$ cat config.mk
export PLATFORM = sky130hd
export DESIGN_NAME = matmul_host_io
export DESIGN_NICKNAME = d
export VERILOG_FILES = /design/src/rtl/matmul_host_io.sv
export SDC_FILE = /design/constraint.sdc
export NUM_CORES = 1
export LEC_CHECK = 0
export ABC_AREA = 1
export BUFFER_PORTS_ARGS = -buffer_cell sky130_fd_sc_hd__clkbuf_2
export CORE_UTILIZATION = 35
export CTS_CLUSTER_DIAMETER = 40
export DETAILED_ROUTE_END_ITERATION = 12
export PLACE_DENSITY_LB_ADDON = 0.25
export SYNTH_ARGS = -nofsm -noshare
export SYNTH_HDL_FRONTEND = slang
export SYNTH_SLANG_ARGS = --single-unit
$ cat constraint.sdc
create_clock -name clock -period 1.5 [get_ports clock]
set_clock_uncertainty 0.15 [all_clocks]
set_input_delay 0.3 -clock clock [delete_from_list [all_inputs] [get_ports clock]]
set_output_delay 0.3 -clock clock [all_outputs]
set_load 0.005 [all_outputs]
$ cat src/rtl/matmul_host_io.sv
// matmul_host_io
// Host-side streaming front end for the 8x8 matrix-multiply engine.
// It loads X and then Y from an input stream, starts the engine, waits for done,
// and then streams the Z result memory back out. It does no arithmetic on the data.
module matmul_host_io #(
  parameter int DATA_WIDTH = 32,
  parameter int ADDR_WIDTH = 10,
  parameter int MATRIX_DIM = 8
) (
  input  logic                  clock,
  input  logic                  reset,
  // input stream
  input  logic [DATA_WIDTH-1:0] in_data,
  input  logic                  in_valid,
  output logic                  in_ready,
  // X memory write port
  output logic [DATA_WIDTH-1:0] x_din,
  output logic [ADDR_WIDTH-1:0] x_addr,
  output logic                  x_wr_en,
  // Y memory write port
  output logic [DATA_WIDTH-1:0] y_din,
  output logic [ADDR_WIDTH-1:0] y_addr,
  output logic                  y_wr_en,
  // engine handshake
  output logic                  mm_start,
  input  logic                  mm_done,
  // Z memory read port (one-cycle read latency)
  output logic [ADDR_WIDTH-1:0] z_addr,
  input  logic [DATA_WIDTH-1:0] z_dout,
  // output stream
  output logic [DATA_WIDTH-1:0] out_data,
  output logic                  out_valid,
  input  logic                  out_ready,
  output logic                  busy
);

  localparam int unsigned           NWORDS = MATRIX_DIM * MATRIX_DIM;
  localparam logic [ADDR_WIDTH-1:0] LAST   = ADDR_WIDTH'(NWORDS - 1);

  typedef enum logic [2:0] {
    S_LOAD_X,
    S_LOAD_Y,
    S_START,
    S_WAIT,
    S_RD,
    S_CAP,
    S_OUT
  } state_t;

  state_t                  r_state;
  logic [ADDR_WIDTH-1:0]   r_cnt;
  logic                    r_wait_first;
  logic [DATA_WIDTH-1:0]   r_out_data;
  logic                    r_out_valid;

  logic                    w_loading;
  logic                    w_accept;
  logic                    w_last;

  // Input is accepted only while loading; reset forces in_ready low immediately
  // so a beat presented during reset is never written.
  assign w_loading = (r_state == S_LOAD_X) || (r_state == S_LOAD_Y);
  assign in_ready  = w_loading && !reset;
  assign w_accept  = in_valid && in_ready;
  assign w_last    = (r_cnt == LAST);

  // Memory write ports are driven combinationally from the accepted beat;
  // address and data are forced to zero whenever the enable is low.
  assign x_wr_en = w_accept && (r_state == S_LOAD_X);
  assign x_addr  = x_wr_en ? r_cnt : '0;
  assign x_din   = x_wr_en ? in_data : '0;

  assign y_wr_en = w_accept && (r_state == S_LOAD_Y);
  assign y_addr  = y_wr_en ? r_cnt : '0;
  assign y_din   = y_wr_en ? in_data : '0;

  // START lasts exactly one cycle, so decoding it from the state register
  // gives a clean single-cycle pulse.
  assign mm_start = (r_state == S_START);
  assign z_addr   = (r_state == S_RD) ? r_cnt : '0;

  assign out_data  = r_out_data;
  assign out_valid = r_out_valid;

  // Idle means waiting for the first X word of a new run.
  assign busy = !((r_state == S_LOAD_X) && (r_cnt == '0));

  // Control FSM: load X, load Y, start, wait for done, then read/capture/emit each Z word.
  always_ff @(posedge clock or posedge reset) begin
    if (reset) begin
      r_state      <= S_LOAD_X;
      r_cnt        <= '0;
      r_wait_first <= 1'b0;
      r_out_data   <= '0;
      r_out_valid  <= 1'b0;
    end else begin
      case (r_state)
        S_LOAD_X: begin
          if (w_accept) begin
            if (w_last) begin
              r_state <= S_LOAD_Y;
              r_cnt   <= '0;
            end else begin
              r_cnt <= r_cnt + 1'b1;
            end
          end
        end
        S_LOAD_Y: begin
          if (w_accept) begin
            if (w_last) begin
              r_state <= S_START;
              r_cnt   <= '0;
            end else begin
              r_cnt <= r_cnt + 1'b1;
            end
          end
        end
        S_START: begin
          r_state      <= S_WAIT;
          r_wait_first <= 1'b1;
        end
        S_WAIT: begin
          // The engine still shows the previous run's done during the first
          // WAIT cycle, so that cycle never advances.
          if (r_wait_first) begin
            r_wait_first <= 1'b0;
          end else if (mm_done) begin
            r_state <= S_RD;
            r_cnt   <= '0;
          end
        end
        S_RD: begin
          r_state <= S_CAP;
        end
        S_CAP: begin
          r_out_data  <= z_dout;
          r_out_valid <= 1'b1;
          r_state     <= S_OUT;
        end
        S_OUT: begin
          if (out_ready) begin
            r_out_valid <= 1'b0;
            if (w_last) begin
              r_cnt   <= '0;
              r_state <= S_LOAD_X;
            end else begin
              r_cnt   <= r_cnt + 1'b1;
              r_state <= S_RD;
            end
          end
        end
        default: begin
          r_state <= S_LOAD_X;
          r_cnt   <= '0;
        end
      endcase
    end
  end

endmodule

# Word level (Yosys, flattened, before mapping)
# Cells that the tools add are included.
[word_totals]
reg_bits = 47
inputBits = 69
output_inout_bits = 132
n_memories = 0
rom_bits = 0
mem_bits_rw = 0
latch_bits = 0
[classes]
n_mux = 23
order_cmp = 0
bitwise_logic = 1
div_mod_pow = 0
eq_ne = 15
n_reduce_logical = 17
add_sub_neg = 1
multipliers = 0
shift = 0
[op_table]
columns = ["operator", "count"]
rows = [
  ["two-way mux 10 bit", 8],
  ["two-way mux 32 bit", 2],
  ["case mux 10 bit (4 select lines)", 1],
  ["two-way mux 3 bit", 8],
  ["case mux 3 bit (7 select lines)", 1],
  ["inequality test 2 bit (second input constant)", 7],
  ["adder 10 x 1 -> 10 bit (second input constant)", 1],
  ["== test 10 x 6 -> 1 bit (second input constant)", 1],
  ["zero test 10 bit", 1],
  ["== test 3 bit (second input constant)", 3],
  ["AND reduction 7 bit", 1],
  ["== test 3 x 2 -> 1 bit (second input constant)", 2],
  ["logical AND 1 bit", 5],
  ["AND reduction 5 bit", 1],
  ["case mux 1 bit (2 select lines)", 2],
  ["nonzero test 2 bit", 2],
  ["== test 3 x 1 -> 1 bit (second input constant)", 1],
  ["zero test 3 bit", 1],
  ["OR reduction 3 bit", 1],
  ["zero test 1 bit", 2],
  ["inequality test 2 x 1 -> 1 bit (second input constant)", 1],
  ["AND reduction 2 bit", 1],
  ["OR reduction 2 bit", 1],
  ["logical OR 1 bit", 1],
  ["2 further kinds", 2],
]

# Logic depth before layout (Yosys ltp)
[depth]
word_depth = 6
ltp_mapped = 10

# Worst setup path after synthesis
# OpenSTA, ideal clock, no wires.
[synth_path]
path_kind = "reg2out"
startpoint = "reg r_state[2]"
endpoint = "out x_din[10]"
n_path_buf = 2
required_ps = 1050
arrival_time_ps = 1265
setup_slack_ps = -215
path_stages_with_launch = 10
path_cell_list = "dfrtp_1 -> buf_6 -> nor2_4 -> inv_2 -> nor2_4 -> nand2_2 -> nor2_2 -> inv_2 -> buf_6 -> nor2_1"
[synth_via]
elab_chain_cells = 6
word_cells_on_any_way = 7
cone_classes = "eq/ne: 1; mux: 1; reduce/logical: 5"
[synth_rtl]
columns = ["element", "line_no", "source"]
rows = [
  ["start: declaration", "50", "state_t r_state;"],
  ["start signal: assignment", "91", "r_state <= S_LOAD_X;"],
  ["start signal: assignment", "101", "r_state <= S_LOAD_Y;"],
  ["start signal: assignment", "111", "r_state <= S_START;"],
  ["== test 3 x 1 -> 1 bit or zero test 3 bit (tied branches)", "62", "assign w_loading = (r_state == S_LOAD_X) || (r_state == S_LOAD_Y);"],
  ["logical OR 1 bit *", "62", ""],
  ["logical AND 1 bit *", "63", "assign in_ready = w_loading && !reset;"],
  ["via in_ready", "15", "output logic in_ready,"],
  ["logical AND 1 bit *", "64", "assign w_accept = in_valid && in_ready;"],
  ["logical AND 1 bit *", "69", "assign x_wr_en = w_accept && (r_state == S_LOAD_X);"],
  ["via x_wr_en", "19", "output logic x_wr_en,"],
  ["two-way mux 32 bit *", "71", "assign x_din = x_wr_en ? in_data : '0;"],
  ["end: declaration", "17", "output logic [DATA_WIDTH-1:0] x_din,"],
]
# The timed path passes the listed nets; every way through them passes the cells marked *.

# Worst setup path after layout
[layout_path]
startpoint = "reg r_state[2]"
endpoint = "out y_din[23]"
[layout_via]
elab_chain_cells = 6
word_cells_on_any_way = 7
cone_classes = "eq/ne: 1; mux: 1; reduce/logical: 5"
[layout_rtl]
columns = ["element", "line_no", "source"]
rows = [
  ["== test 3 x 1 -> 1 bit or zero test 3 bit (tied branches)", "62, 73", ""],
  ["logical OR 1 bit", "62", ""],
  ["logical AND 1 bit", "63", ""],
  ["logical AND 1 bit", "64", ""],
  ["logical AND 1 bit *", "73", "assign y_wr_en = w_accept && (r_state == S_LOAD_Y);"],
  ["two-way mux 32 bit *", "75", "assign y_din = y_wr_en ? in_data : '0;"],
  ["end: declaration", "21", "output logic [DATA_WIDTH-1:0] y_din,"],
]
# Every way passes the cells marked *; elsewhere a longest branch is shown, timed or not.

==> impl_metrics.tcl <==
set metrics [dict create \
    cts_tree "done" \
    postSynthCellCount 360 \
    worst_slack_ps -627 \
    finish.utilization 0.651 \
    ys.flop_type "dfrtp_1" \
    finalMaxSlewViolations 0 \
    place_area_sq_um 4500 \
    period_minus_slack_ps 2130 \
    fp-row-count 32 \
    num_io_pins 201 \
    clk_pin_slew_ps 100 \
    clk_path_buf_depth 2 \
    synth_common_cells "nor2_1 (96), inv_1 (57), dfrtp_1 (47)" \
    synth_edf_count 0 \
    drt_wl_total_microns 9220 \
    track_usage 0.208 \
    dr.pass1.iters 4 \
    grt_pass1_vias 3036 \
    synth_xor_xnor_area_share 0.00612 \
    fin_cells 728 \
    ys.warnings.count 0 \
    synthDistinctLibCells 23 \
    synth_seq_area_share 0.411 \
    rsz0062_at_grt "true" \
    initial_core_util 0.366 \
    layout-drive-gt1-share 0.688 \
    dr.first_iter.drc_count 72 \
    hold_viol_final 0 \
    coreArea_sq_um 7810 \
    slew_headroom 0.792 \
    root_buffer "clkbuf_8" \
    synth_nets 431 \
    drc 0 \
    numCtsBuffers 5 \
    synthSimpleGateAreaFrac 0.290 \
    hold_class "input pin to flop" \
    synth_top_area_frac 0.411 \
    yosys.cell_count.top_type "nor2_1" \
    gp_congestion 0.923 \
    synth-compound-area-share 0.0315 \
    viasPerCell 4.54 \
    fmax_mhz 470 \
    io_buffers 200 \
    ir_drop_uv 504 \
    synth_adder_area_share 0.00875 \
    finalSetupViolations 144 \
    critPathMaxFanout 10 \
    grt_max_degree 45 \
    clock_latency_ps 300 \
    whs_ps 66.8 \
    multi_input_area_sq_um 1670 \
    synth_area_leaders "dfrtp_1 (41%), mux2_2 (13%), nor2_1 (13%)" \
    postRouteAntennaNets 0 \
    antenna_cells 0 \
    period_share 1.42 \
    startpoint_type "flop" \
    fin_total_pwr_w 0.00328 \
    die_area_sq_um 8540 \
    gr-total-overflow 0 \
    final_net_count 696 \
    cts_sinks 47 \
    placed_cells 695 \
    htreeDepth 2 \
    num_vias 3308 \
    fill_cells 655 \
    worst_slew_pin_slew_ps 311 \
    grt_pass1_wl_microns 14100 \
    synth_area_sq_um 2860 \
    arrival_ps 1680 \
    async_flop_share 1.00 \
    die_x_microns 92.4 \
    cap_viol_max_count 0 \
    violations "negative setup slack" \
    power_density_nw_per_um2 645 \
    critPathCaptureType "output pin" \
    hpwl_microns 6990 \
    path_class "flop to output pin" \
    synth_top_family_by_area "simple AND/OR/NAND/NOR gates" \
    synth_mux_area_frac 0.126 \
    run_status "complete, but fails checks" \
    seqCellArea_sq_um 1180 \
    antenna_found_initial 0 \
    cp_data_required_time_ps 1050 \
    syn2layout_area_growth_pct 77.7 \
    synth_seq_cells 47 \
    syn_area_per_cell_sq_um 7.95 \
    postLayoutCellArea_sq_um 5080 \
    wl_per_cell_microns 12.7 \
    leakage_nw 2.81 \
    die_height_microns 92.4 \
    synth_top_area_cell "dfrtp_1" \
]
==> cell families (layout without fill, tap and decap cells) <==
kind of cell / after synthesis / in the layout
muxes: 32 / 32
buffers and inverters: 74 / 338
adders and majority gates: 2 / 2
and+or+nand+nor: 188 / 190
DFF: 47 / 47
AOI/OAI and AO/OA: 15 / 15
xor gates and xnor gates: 2 / 2
==> sequential cells by signal, indices dropped and copies added (netlist names) <==
name and flops:
r_state 3, r_wait_first 1, r_cnt 10, out_valid 1, out_data 32
==> worst max-delay path: stages (launching register included) <==
cell and delay, ps:
dfrtp_1 420, nor2_4 130, inv_2 60, nor2_4 110
nand2_4 80, nor2_4 110, inv_4 80, clkbuf_16 180
nor2_4 90, clkbuf_2 110
==> timing repair <==
action	CTS	global route
pin swaps	5	3
hold endpoints to repair	3	0
endpoints found under the setup margin	143	145
cloned	4	3
setup buffers	10	9
resized for setup	25	28
hold buffers	1	0
==> through the flow <==
step | worst slack [ps] | setup TNS [ps]
after floorplan | -201 | -16430
after global placement | -254 | -22950
after detailed placement | -298 | -27310
after CTS | -617 | -63150
after global routing | -714 | -73250
final | -627 | -61710
==> per-layer routing <==
layer  vias to the layer above  routed length (microns)  GRT usage
met5                         -                        0          0
met4                         0                      127     0.0859
met3                        10                      662     0.0435
met2                       140                     4910      0.377
met1                      1527                     3520      0.235
li1                       1631                        -          -
==> cells in the final DEF, fill, tap and decap left out, drive strengths merged, types with 3 or more instances in the layout <==
| cell | synthesis | routed |
|---|---|---|
| clkbuf | 0 | 205 |
| nor2 | 112 | 112 |
| buf | 13 | 66 |
| inv | 61 | 61 |
| nand2 | 48 | 50 |
| dfrtp | 47 | 47 |
| mux2 | 32 | 32 |
| nand3 | 20 | 20 |
| o21ai | 14 | 14 |
| nand4 | 5 | 5 |
| clkinvlp | 0 | 3 |
==> worst paths after layout <==
| kind | startpoint | endpoint | slack [ps] | cells after the start |
|---|---|---|---|---|
| setup / recovery | r_state[2] | y_din[23] | -630 | 9 |
| hold / removal | z_dout[29] | out_data[29] | 70 | 2 |
| setup reg to reg | r_state[1] | out_data[30] | -220 | 6 |
| hold reg to reg | out_data[12] | out_data[12] | 370 | 1 |
| max in group asynchronous | reset | out_data[14] | 300 | 5 |
| min in group asynchronous | reset | r_cnt[0] | 470 | 4 |
==> power by group <==
| group | leakage (nW) | switching (W) | internal, W |
|---|---|---|---|
| clock | 0.0467 | 0.000475 | 0.000346 |
| sequential | 0.572 | 0.0000723 | 0.00136 |
| combinational | 2.19 | 0.000514 | 0.000511 |
==> cell type report <==
| type | count | share of cell area |
|---|---|---|
| Tap cell | 102 | 0.0251 |
| Sequential cell | 47 | 0.231 |
| Clock inverter | 3 | 0.00541 |
| Clock buffer | 5 | 0.0135 |
| Timing Repair Buffer | 269 | 0.346 |
| Multi-Input combinational cell | 241 | 0.329 |
| Inverter | 61 | 0.0505 |
(Power assumes the default switching activity.)
